===== src/rtl/updown_pkg.sv =====
// Shared encodings for the up/down counter controller: FSM states and button bit positions.
package updown_pkg;

  localparam logic [0:0] STOP = 1'b0;
  localparam logic [0:0] RUN  = 1'b1;

  localparam int BTN_UP  = 0;
  localparam int BTN_DN  = 1;
  localparam int BTN_RUN = 2;

endpackage


===== src/rtl/updown_ctrl_tick_gen.sv =====
// Auto-run prescaler: emits a one-cycle tick every TICK_DIV enabled cycles.
module tick_gen #(
  parameter int TICK_DIV = 50_000_000
) (
  input  logic CLOCK_50,
  input  logic RESET,
  input  logic clr,
  input  logic en,
  output logic tick
);

  localparam int CW = $clog2(TICK_DIV);
  localparam logic [CW-1:0] LAST = CW'(TICK_DIV - 1);

  logic [CW-1:0] cnt;

  always_ff @(posedge CLOCK_50) begin
    if (RESET || clr || !en) begin
      cnt <= '0;
    end else if (cnt == LAST) begin
      cnt <= '0;
    end else begin
      cnt <= cnt + 1'b1;
    end
  end

  assign tick = en && !clr && (cnt == LAST);

endmodule


===== src/rtl/updown_ctrl.sv =====
// Up/down counter sequencer: manual single-step in STOP, prescaler-paced stepping in RUN,
// with one-cycle CARRY/BORROW pulses on wrap.
module updown_ctrl
  import updown_pkg::*;
#(
  parameter int WIDTH    = 4,
  parameter int MAX      = 9,
  parameter int TICK_DIV = 50_000_000
) (
  input  logic             CLOCK_50,
  input  logic             RESET,
  input  logic [2:0]       BTN,
  output logic [WIDTH-1:0] COUNT,
  output logic             DIR,
  output logic             RUNNING,
  output logic             CARRY,
  output logic             BORROW
);

  localparam logic [WIDTH-1:0] CMAX = WIDTH'(MAX);

  logic [0:0] state_q;
  logic [0:0] next_state;
  logic       next_dir;
  logic       step_up;
  logic       step_dn;
  logic       tick;
  logic       btn_up;
  logic       btn_dn;
  logic       btn_run;

  assign btn_up  = BTN[BTN_UP];
  assign btn_dn  = BTN[BTN_DN];
  assign btn_run = BTN[BTN_RUN];

  tick_gen #(
    .TICK_DIV (TICK_DIV)
  ) u_tick (
    .CLOCK_50 (CLOCK_50),
    .RESET    (RESET),
    .clr      (btn_run),
    .en       (state_q == RUN),
    .tick     (tick)
  );

  // RUN/STOP toggles take priority; a tick coinciding with a direction change uses the new DIR.
  always_comb begin
    next_state = state_q;
    next_dir   = DIR;
    step_up    = 1'b0;
    step_dn    = 1'b0;
    if (btn_run) begin
      next_state = (state_q == STOP) ? RUN : STOP;
    end else begin
      if (btn_up && !btn_dn) begin
        next_dir = 1'b1;
      end else if (btn_dn && !btn_up) begin
        next_dir = 1'b0;
      end
      if (state_q == STOP) begin
        step_up = btn_up && !btn_dn;
        step_dn = btn_dn && !btn_up;
      end else if (tick) begin
        step_up = next_dir;
        step_dn = !next_dir;
      end
    end
  end

  always_ff @(posedge CLOCK_50) begin
    if (RESET) begin
      state_q <= STOP;
      COUNT   <= '0;
      DIR     <= 1'b1;
      CARRY   <= 1'b0;
      BORROW  <= 1'b0;
    end else begin
      state_q <= next_state;
      DIR     <= next_dir;
      CARRY   <= 1'b0;
      BORROW  <= 1'b0;
      if (step_up) begin
        if (COUNT == CMAX) begin
          COUNT <= '0;
          CARRY <= 1'b1;
        end else begin
          COUNT <= COUNT + 1'b1;
        end
      end else if (step_dn) begin
        if (COUNT == '0) begin
          COUNT  <= CMAX;
          BORROW <= 1'b1;
        end else begin
          COUNT <= COUNT - 1'b1;
        end
      end
    end
  end

  assign RUNNING = (state_q == RUN);

endmodule


===== config.mk =====
export PLATFORM = sky130hd
export DESIGN_NAME = updown_ctrl
export DESIGN_NICKNAME = d
export VERILOG_FILES = /design/src/rtl/updown_pkg.sv /design/src/rtl/updown_ctrl_tick_gen.sv /design/src/rtl/updown_ctrl.sv
export SDC_FILE = /design/constraint.sdc
export NUM_CORES = 1
export LEC_CHECK = 0
export CAP_MARGIN = 20
export CORE_MARGIN = 2
export CORE_UTILIZATION = 30
export CTS_BUF_LIST = sky130_fd_sc_hd__clkbuf_4 sky130_fd_sc_hd__clkbuf_8
export DETAILED_ROUTE_END_ITERATION = 16
export GPL_TIMING_DRIVEN = 0
export MAX_ROUTING_LAYER = met4
export SLEW_MARGIN = 20
export SYNTH_ARGS = -nofsm -noshare
export SYNTH_HDL_FRONTEND = slang
export SYNTH_SLANG_ARGS = --single-unit

===== constraint.sdc =====
create_clock -name CLOCK_50 -period 3.4 [get_ports CLOCK_50]
set_input_delay 0.68 -clock CLOCK_50 [delete_from_list [all_inputs] [get_ports CLOCK_50]]
set_output_delay 0.68 -clock CLOCK_50 [all_outputs]
set_load 0.01 [all_outputs]

=== Word level (Yosys, flattened, before mapping) ===
Cells that the tools add are included.

* Add/sub/neg operators: 3
* Equal/unequal tests: 2
* Multiplexer cells: 16
* Bitwise operators: 2
* Reductions and logical operators: 16

{| class="wikitable"
|+ Operator list
! kind !! count
|-
| $add A26 B1 Y26 const B || 1
|-
| $eq A26 B26 Y1 const B || 1
|-
| $mux W4 || 4
|-
| $mux W1 || 12
|-
| $logic_not A1 Y1 || 5
|-
| $add A4 B1 Y4 const B || 1
|-
| $eq A4 B4 Y1 const B || 1
|-
| $logic_and A1 B1 Y1 || 4
|-
| $logic_not A4 Y1 || 1
|-
| $reduce_or A2 Y1 || 2
|-
| $sub A4 B1 Y4 const B || 1
|-
| $reduce_or A3 Y1 || 1
|-
| $logic_or A1 B1 Y1 || 2
|-
| $not A1 Y1 || 2
|-
| $reduce_bool A2 Y1 || 1
|}

* Register bits: 34
* Input bits: 5
* Output and inout port bits: 8
* Logic and storage cells: 45

=== Longest topological paths before layout ===
Gate-level depths: netlist (run 1).

* Word-level depth: 11
* Depth in mapped cells: 7
* Gate-level depth less buffers: 6

=== Hierarchy ===
From an unflattened synthesis (run 1), not the netlist that was laid out.

* Cells, all modules: 200
* Area, all modules: 1784.2 um2

{| class="wikitable"
|+ Modules (own cells, without submodules)
! module !! instances !! cells each !! area each (um2) !! seq. area each (um2)
|-
| tick_gen || 1 || 144 || 1247.4 || 520.5
|-
| updown_ctrl || 1 || 56 || 536.8 || 160.2
|}

=== Worst setup path after synthesis (run 1) ===
No wires, ideal clock.

* Path type: input port to flip-flop
* From: input BTN[0]
* To: register COUNT[1]
* Arrival time: 1.885 ns
* Data required time: 3.312 ns
* Setup slack: 1.427 ns
* Stages: 5
* Buffers on the path: 0
* Cells stage by stage: or2b_2 -> a211oi_1 -> a41o_2 -> a21oi_1 -> o32ai_2

* Cells in the longest elaborated chain, start to end: 10
* Elaborated cells on any way between the ends: 15

{| class="wikitable"
|+ RTL lines
! item !! line !! RTL
|-
| from (decl) || updown_ctrl.sv:12 || <nowiki>input logic [2:0] BTN,</nowiki>
|-
| $logic_not A1 Y1 || updown_ctrl.sv:57, updown_ctrl.sv:62 ||
|-
| $logic_and A1 B1 Y1 || updown_ctrl.sv:57, updown_ctrl.sv:62 ||
|-
| $mux W1 || updown_ctrl.sv:57 || <nowiki>end else if (btn_dn && !btn_up) begin</nowiki>
|-
| $mux W1 || updown_ctrl.sv:55 || <nowiki>if (btn_up && !btn_dn) begin</nowiki>
|-
| $mux W1 || updown_ctrl.sv:52 || <nowiki>if (btn_run) begin</nowiki>
|-
| $logic_not A1 Y1 || updown_ctrl.sv:65 || <nowiki>step_dn = !next_dir;</nowiki>
|-
| $mux W1 || updown_ctrl.sv:63 || <nowiki>end else if (tick) begin</nowiki>
|-
| $mux W1 || updown_ctrl.sv:60 || <nowiki>if (state_q == STOP) begin</nowiki>
|-
| $mux W1 || updown_ctrl.sv:52 ||
|-
| $reduce_bool A2 Y1 (no source line) || - ||
|-
| to (signal assigned) || updown_ctrl.sv:87 || <nowiki>COUNT <= COUNT + 1'b1;</nowiki>
|-
| to (signal assigned) || updown_ctrl.sv:94 || <nowiki>COUNT <= COUNT - 1'b1;</nowiki>
|-
| to (decl) || updown_ctrl.sv:13 || <nowiki>output logic [WIDTH-1:0] COUNT,</nowiki>
|}

Parallel ways exist; a longest one is shown, timed or not. The select of a mux whose other input is x is not followed.
A chain may end at the register's enable or synchronous reset.

=== Worst setup path in the final report (run 1) ===
Same ends and word-level chain as after synthesis.

==> results of run 1 <==
==> cells in the final DEF, fill, tap and decap left out, types with 7 or more instances in the layout <==
master           count
nand2_1             17
a21oi_1              7
nand3_1             11
nor2_1              37
dfxtp_1             34
clkdlybuf4s50_1     12
nor3_1              10
xnor2_1             22
inv_1                7
==> worst min-delay path by stage <==
stage	end	slack, ps	cells past startpoint
4_1_cts	u_tick.cnt[0]	460	1
2_1_floorplan	u_tick.cnt[0]	420	1
6_report	u_tick.cnt[0]	450	1
3_3_place_gp	u_tick.cnt[0]	430	1
3_5_place_dp	u_tick.cnt[0]	440	1
5_1_grt	u_tick.cnt[0]	480	1
==> per-stage QoR <==
stage | util [%] | setup slack [ps] | power (mW)
finish | 36.3 | 1050 | 0.814
global route | 36.3 | 908 | 0.853
CTS | 36.3 | 1040 | 0.829
detailed placement | 34.7 | 726 | 0.504
global placement | 34.7 | 705 | 0.504
floorplan | - | 1430 | 0.475
==> worst max-delay path: stages <==
cell             delay [ps]
clkdlybuf4s50_1         500
or2b_2                  330
a211oi_1                400
a41o_2                  300
a21oi_1                  90
o32ai_2                 270
==> metal layers <==
metal	global-route usage (%)	up-vias	routed length, µm
met2	18.9	31	1620
li1	-	784	-
met1	14.3	682	1700
met5	-	-	0
met4	5.50	0	61
met3	5.11	5	184
==> registers in the layout, summed over array words and instances (netlist names) <==
name and count:
BORROW 1, CARRY 1, COUNT 4, DIR 1, RUNNING 1, u_tick.cnt 26
==> power by group through the flow <==
stage | Combinational (mW) | Clock [mW] | Sequential, mW
3_3_place_gp | 0.0826 | 0 | 0.422
4_1_cts | 0.0831 | 0.333 | 0.412
2_1_floorplan | 0.0519 | 0 | 0.423
6_report | 0.0826 | 0.319 | 0.412
3_5_place_dp | 0.0825 | 0 | 0.422
5_1_grt | 0.0916 | 0.348 | 0.414
==> layout make-up <==
cell class / instances / share of cell area (%)
tap: 75 / 4.37
buffer: 8 / 2.39
clock buffer: 7 / 4.20
inverter: 7 / 1.22
multi-input combinational: 167 / 50.3
timing repair buffer: 12 / 5.59
sequential: 34 / 31.7
clock inverter: 1 / 0.233
==> cell families (layout without fill, tap and decap cells) <==
logic type	Yosys count	count (layout)	synth area share, %
AND/OR/NAND/NOR	116	116	35.9
flip-flops	34	34	37.0
XOR/XNOR	26	26	12.4
AO/OA/AOI/OAI	23	23	9.19
buffers and inverters	15	35	4.22
adder cells (fa/ha/maj)	1	1	0.681
multiplexers	1	1	0.545
==> results.md, run 1 <==
* Library cells used by synthesis at 50
* Initial Util at a little under a third
* Initial drt markers at slightly above 40
* Post-synth ARST share at 0%
* Run status: finished, final reports clean
* H-tree Lvls at 2
* Placed cells at roughly 300
* Clock Sink Count at 34
* Yosys top cell area share at ~37%
* Filler cells at around 610
* Sw Pwr at just under 0.2 mW
* Most frequent cells after synthesis: nor2_1 (37), dfxtp_1 (34), xnor2_1 (22), nand2_1 (17), nand3_1 (11)
* Hpwl dp at between 2 and 3 mm
* Syn avg cell area at roughly 8.5 µm²
* Antenna Nets Post-Route at 0
* NumNets Final at 241
* First-pass GRT wire length at 6.12 mm
* Final Non-Filler Cells at 311
* Final slew viol count at 0
* Primary FF master, synth: dfxtp_1
* Post-CTS Setup Bufs at 0
* Worst r2r src: u_tick.cnt[0]
* Site row count at 28
* Footprint of the multi-input gates at between 1000 and 1500 µm²
* TritonCTS Buffers at 5
* Die Ht at 82.3 µm
* GPL Wtd Cong at between 0.7 and 0.8
* Final Hold Vio Count at 0
* Most numerous cell in the Yosys netlist: nor2_1
* Worst VDD drop at roughly 0.18 mV
* Critical Path Sink Type: flip-flop
* Port Buffers at 12
* Hold_sp: u_tick.cnt[0]
* Reg area at roughly 680 µm²
* CTS Hold Buffers Added at 0
* Sequential Power Share at 50.6%
* Setup-failing EPs final at 0
* RSZ-0062 raised after global routing: false
* Post-Syn Nets at 222
* Max-Cap Viols at 0
* Avg WL per Cell at roughly 11 µm
* Fin area at between 2000 and 2500 µm²
* Setup slack, reg-to-reg at 1270 ps
* Worst skew pair latency at about 290 ps
* Internal power at 0.617 mW
* Area growth from synthesis to layout at 16.8%
* GRT overflow at 0
* Min Tclk post-route at 2350 ps
* Largest net degree at the start of global routing at 11
* Combinational Power Share at between 10% and 20%
* CTS Root Cell: clkbuf_8
* Top-level port count at 13
* Setup crit end: COUNT[1]
* DR vias at 1502
* Max-Slew Margin vs Limit at between 60% and 70%
* Leakage at ~0.64 nW
* Bufs on Longest Clock Path at 2
* Core area at 5920 µm²
* Synth warn at 0
* Cells on worst reg2reg path at 7
* Fin Hold WS at approximately 450 ps
* Critical Path Source Type: input port
* Register area share after synthesis at between 30% and 40%
* Final period util at 69.2%
* Number of diodes at 0
* Die footprint at 6770 µm²
* Post-synth EDFFs at 0
* Worst flop-to-flop path endpoint: u_tick.cnt[22]
* Drt pass-1 iters at 4
* CTS resizes at 0
* Max Freq at roughly 0.42 GHz
* DRC at 0
* Clock share of power at between 30% and 40%
* Synth area leaders: dfxtp_1 (37%), xnor2_1 (10%), nor2_1 (7.6%)
* Die width at between 80 and 90 µm
* Placed inst area at slightly above 2000 µm²
* Cell area power density at about 380 nW/µm²
* Measured slew at the worst slew-check pin at about 530 ps
* Worst min path class: reg2reg
* CTS tree: built
* Synth Instances at about 220
* CP Data Required Time at between 3000 and 4000 ps
* Cell area after synthesis at about 1800 µm²
* Crit Path Category: in2reg
* Total track usage at 12.4%
* Initial antenna violation count at 0
* Sw Ratio at about a quarter
* Clk pin slew, worst setup/hold paths at 70 ps
* Setup Skew at approximately 11 ps
* Crit path arrival time at about 2600 ps
* Critical Path Fanout Max at 4
* FF+latch count, synth at 34
* Cell accounting for the most synthesized area: dfxtp_1
* Vias in the first global route at 1373
* Setup TNS at 0 ps
* Total wire length at about 3.6 mm
* Origin of the worst setup path: BTN[0]
* Layout cells sized above 1 at ~15%
* Vias per Instance at 4.83
No activity file was read; power rests on OpenSTA's default activity.
==> run 2, diff against run 1 <==
==> constraint.sdc (replaced) <==
create_clock -name CLOCK_50 -period 1.9 [get_ports CLOCK_50]
set_input_delay 0.38 -clock CLOCK_50 [delete_from_list [all_inputs] [get_ports CLOCK_50]]
set_output_delay 0.38 -clock CLOCK_50 [all_outputs]
set_load 0.01 [all_outputs]
==> results.md, run 2 (synthesized netlist as in run 1, its figures left out) <==
* DRC at 0
* Min Tclk post-route at ~1900 ps
* GPL Wtd Cong at around 0.76
* CTS Root Cell: clkbuf_8
* Final period util at 98.0%
* Final Hold Vio Count at 0
* Initial drt markers at 58
* Layout cells sized above 1 at roughly a quarter
* Top-level port count at 13
* Total wire length at a little under 4 mm
* CTS Hold Buffers Added at 0
* NumNets Final at between 200 and 250
* Hold depth at 1
* Bufs on Longest Clock Path at 2
* Avg WL per Cell at ~12 µm
* Critical Path Fanout Max at 6
* Crit Path Category: reg2reg
* Drt pass-1 iters at 4
* Dpl ws at -474 ps
* Max-Cap Viols at 0
* Max-Slew Margin vs Limit at a little under two thirds
* Final Worst Setup Slack at around 38 ps
* Vias in the first global route at about 1.4k
* Measured slew at the worst slew-check pin at 543 ps
* Final slew viol count at 0
* Clk pin slew, worst setup/hold paths at about 70 ps
* Metal2 WL at 1.80 mm
* TritonCTS Buffers at 5
* CP Data Required Time at between 2000 and 2500 ps
* Max Freq at 0.537 GHz
* Final Non-Filler Cells at 319
* First-pass GRT wire length at 6.38 mm
* Number of diodes at 0
* Worst VDD drop at between 0.3 and 0.4 mV
* DR WL met3 at between 150 and 200 µm
* Most common cell after layout, fill and taps aside: nor2_1
* Initial Util at a little under a third
* GRT overflow at 0
* Die width at a little over 80 µm
* Regs by FF count: u_tick.cnt (26), COUNT (4)
* H-tree Lvls at 2
* Antenna Nets Post-Route at 0
* Met1 WL at ~1.8 mm
* Largest net degree at the start of global routing at 11
* Critical Path Source Type: flip-flop
* Hpwl dp at 2.58 mm
* Setup Skew at 10.1 ps
* Die Ht at 82.3 µm
* DR vias at 1591
* Critical Path Sink Type: flip-flop
* Crit path arrival time at around 2100 ps
* Placed cells at 303
* Filler cells at 592
* Cell area power density at 628 nW/µm²
* Worst skew pair latency at a little under 300 ps
* Port Buffers at 12
* Initial antenna violation count at 0
* Leakage at roughly 0.77 nW
* RSZ-0062 raised after global routing: true
* Run status: finished, final reports clean
* Total track usage at around 13%
* Worst min path class: reg2reg
* Core area at ~5900 µm²
* Clock Sink Count at 34
* Cells on worst reg2reg path at 6
* Most frequent cells in the layout: nor2_1 (37), dfxtp_1 (26), xnor2_1 (22)
* Max reg flops at 26
* Largest Register: u_tick.cnt
* Setup-failing EPs final at 0
* Die footprint at about 6800 µm²
* Vias per Instance at between 4 and 5
* Top sig layer: met4
* Area growth from synthesis to layout at 28.7%
* Site row count at 28
* CTS tree: built
[run 2: changes by cell type in the layout (fill, tap and decap cells not counted), sizes merged]
cell	previous run	this run
buf	7	15
clkdlybuf4s50	12	11
dlymetal6s2s	0	1
[run 2: cell type report]
type	instances	area, µm²	share of cell area, %
Multi-Input combinational cell	167	1210	51.1
Sequential cell	34	696	29.4
Timing Repair Buffer	21	194	8.20
Tap cell	75	93.8	3.97
Clock buffer	7	90.1	3.81
Buffer	7	51.3	2.17
Inverter	7	26.3	1.11
Clock inverter	1	5.00	0.212
[run 2: worst paths after layout]
check	start	end	slack, ps
setup reg to reg	u_tick.cnt[8]	COUNT[3]	40
hold / removal	u_tick.cnt[0]	u_tick.cnt[0]	450
setup / recovery	u_tick.cnt[8]	COUNT[3]	40
hold reg to reg	u_tick.cnt[0]	u_tick.cnt[0]	450
[run 2: through the flow]
step	hold slack, ps	util (%)	instance area, µm²	power, mW	TNS, ps
after detailed placement	445	34.7	2050	0.902	-6250
after floorplan	418	-	1840	0.850	0
after global placement	431	34.7	2050	0.902	-6570
after CTS	486	37.9	2240	1.50	0
final	449	40.0	2370	1.48	0
after global routing	467	40.0	2370	1.55	-75.9
[run 2: critical path, cell delays in order (launching register included)]
cell and delay [ps]:
dfxtp_4 360, or4b_4 570, nor4_4 320, a21o_4 230
buf_6 110, nand3b_1 60, o211ai_1 150
[run 2: power breakdown]
part	internal [mW]	switching, mW	total, mW	leakage [nW]
combinational	0.0880	0.0865	0.175	0.435
sequential	0.721	0.0148	0.736	0.279
clock	0.307	0.268	0.574	0.0517
total	1.12	0.369	1.48	0.766
[run 2: timing repair]
action	in CTS	in global routing
hold endpoints to repair	0	0
pin swaps	4	10
buffers inserted	1	8
gates resized for setup	16	20
setup endpoints to repair	24	24
[run 2: layer usage]
metal / GRT usage (%) / vias up
met5: - / -
met2: 19.8 / 31
met3: 5.11 / 7
met1: 14.8 / 747
li1: - / 806
met4: 5.50 / 0
==> run 3, diff against run 2 <==
--- a/config.mk
+++ b/config.mk
@@ -12,6 +12,7 @@
 export DETAILED_ROUTE_END_ITERATION = 16
 export GPL_TIMING_DRIVEN = 0
 export MAX_ROUTING_LAYER = met4
+export SKIP_CTS_REPAIR_TIMING = 1
 export SLEW_MARGIN = 20
 export SYNTH_ARGS = -nofsm -noshare
 export SYNTH_HDL_FRONTEND = slang
==> results.md, run 3 (synthesized netlist as in run 1, its figures left out) <==
* Sequential Power Share at roughly 50%
* Initial drt markers at 53
* Reg area at approximately 690 µm²
* Max reg flops at 26
* Worst path cell trace: ha_4 -> nand4_4 -> or4_4 -> buf_6 -> nor3_2 -> xnor2_1 -> nor2_1
* Final Hold Vio Count at 0
* Fin area at about 2300 µm²
* Slowest stage delay, CP at 540 ps
* Bufs on Longest Clock Path at 2
* Worst hold endpoint: u_tick.cnt[0]
* Core area at 5920 µm²
* Max Freq at 0.544 GHz
* Vias in the first global route at about 1.4k
* Sw Ratio at about 24%
* Area growth from synthesis to layout at 25.3%
* Total track usage at between 10% and 20%
* Met3 GRT Util at roughly 5.1%
* Worst skew pair latency at ~290 ps
* Max-Cap Viols at 0
* Filler cells at 590
* H-tree Lvls at 2
* Initial Util at a little under a third
* Cells on worst reg2reg path at 7
* Global Route met2 Usage at between 10% and 20%
* DRC at 0
* Busiest grt layer: met2
* Drt pass-1 iters at 4
* DR vias at around 1.5k
* Regs by FF count: u_tick.cnt (26), COUNT (4)
* Placed cells at roughly 300
* Sw Pwr at about 0.36 mW
* Hold_sp: u_tick.cnt[0]
* Min Tclk post-route at ~1800 ps
* Worst flop-to-flop path endpoint: u_tick.cnt[24]
* Top delay family on crit path: simple AND/OR/NAND/NOR gates
* Run status: finished, final reports clean
* Internal power at approximately 1.1 mW
* Final Non-Filler Cells at around 320
* Top-level port count at 13
* Setup slack, reg-to-reg at roughly 62 ps
* Setup Skew at about 11 ps
* Clock Sink Count at 34
* CP Data Required Time at 2090 ps
* Die width at roughly 82 µm
* NumNets Final at around 250
* CTS tree: built
* TritonCTS Buffers at 5
* Combinational Power Share at between 10% and 20%
* Max-Slew Margin vs Limit at 70.4%
* Most frequent cells in the layout: nor2_1 (37), dfxtp_1 (28), xnor2_1 (22)
* Total wire length at 3.70 mm
* Critical Path Source Type: flip-flop
* Final slew viol count at 0
* Crit path arrival time at 2030 ps
* Fin Hold WS at 451 ps
* Number of diodes at 0
* GPL Wtd Cong at ~0.76
* Placed inst area at just over 2000 µm²
* GRT overflow at 0
* Measured slew at the worst slew-check pin at approximately 440 ps
* First-pass GRT wire length at around 6.1 mm
* Die Ht at slightly above 80 µm
* Antenna Nets Post-Route at 0
* Final period util at 96.7%
* Site row count at 28
* Hold depth at 1
* Crit Path Category: reg2reg
* Cell area power density at about 640 nW/µm²
* Footprint of the multi-input gates at around 1200 µm²
* CP max stage cell: or4_4
* Worst VDD drop at about 0.31 mV
* Critical Path Fanout Max at 7
* Buf/Inv on CP at 1
* CTS Root Cell: clkbuf_8
* Clk pin slew, worst setup/hold paths at 70 ps
* Die footprint at roughly 6800 µm²
* RSZ-0062 raised after global routing: true
* Critical Path Sink Type: flip-flop
* Initial antenna violation count at 0
* Vias per Instance at between 4 and 5
* Clock share of power at between 30 and 40%
* M1 GR Usage at roughly 14%
* Worst min path class: reg2reg
* Hpwl dp at between 2 and 3 mm
* Port Buffers at 12
* Leakage at a little over 0.7 nW
* Most common cell after layout, fill and taps aside: nor2_1
* Largest net degree at the start of global routing at 11
* Avg WL per Cell at ~12 µm
* Largest Register: u_tick.cnt
* Setup-failing EPs final at 0
* Layout cells sized above 1 at 22.5%
* Worst r2r src: u_tick.cnt[0]
run 3: worst max path at each step:
stage | start | end | slack, ps | cells after the start
after floorplan | u_tick.cnt[0] | u_tick.cnt[20] | 50 | 7
final | u_tick.cnt[0] | u_tick.cnt[24] | 60 | 7
after global routing | u_tick.cnt[0] | u_tick.cnt[24] | -20 | 7
after detailed placement | BTN[0] | COUNT[3] | -470 | 6
after global placement | BTN[0] | COUNT[3] | -490 | 6
after CTS | u_tick.cnt[0] | u_tick.cnt[22] | -250 | 7
run 3: worst reg2reg max path, stage by stage, from the launching register on:
cell,delay (ps)
dfxtp_2,360
ha_4,160
nand4_4,130
or4_4,540
buf_6,160
nor3_2,180
xnor2_1,150
nor2_1,60
run 3: power groups by stage:
stage | clock network (mW) | registers [mW] | logic (mW)
6_report | 0.572 | 0.739 | 0.164
5_1_grt | 0.622 | 0.741 | 0.180
4_1_cts | 0.597 | 0.738 | 0.149
3_5_place_dp | 0 | 0.755 | 0.148
3_3_place_gp | 0 | 0.754 | 0.148
2_1_floorplan | 0 | 0.757 | 0.0929
run 3: cell type report:
| cell class | instances | area share (%) |
|---|---|---|
| inverters | 7 | 1.14 |
| clock buffers | 7 | 3.91 |
| repair buffers | 16 | 6.63 |
| clock inverters | 1 | 0.217 |
| plain buffers | 8 | 2.72 |
| flip-flops and latches | 34 | 29.9 |
| well taps | 75 | 4.07 |
| multi-input cells | 167 | 51.4 |
run 3: stage by stage:
stage               util, %  power [mW]  worst slack (ps)  TNS [ps]
floorplan                 -       0.850              46.5         0
finish                 38.9        1.47              62.5         0
global route           38.9        1.54             -22.7     -45.4
CTS                    36.3        1.48              -251     -5170
detailed placement     34.7       0.902              -474     -6250
global placement       34.7       0.902              -495     -6570
run 3: metal layers:
metal | wire [µm] | share of wire [%]
met5 | 0 | 0
met4 | 62 | 1.7
met3 | 190 | 5.1
met2 | 1710 | 46
met1 | 1740 | 47
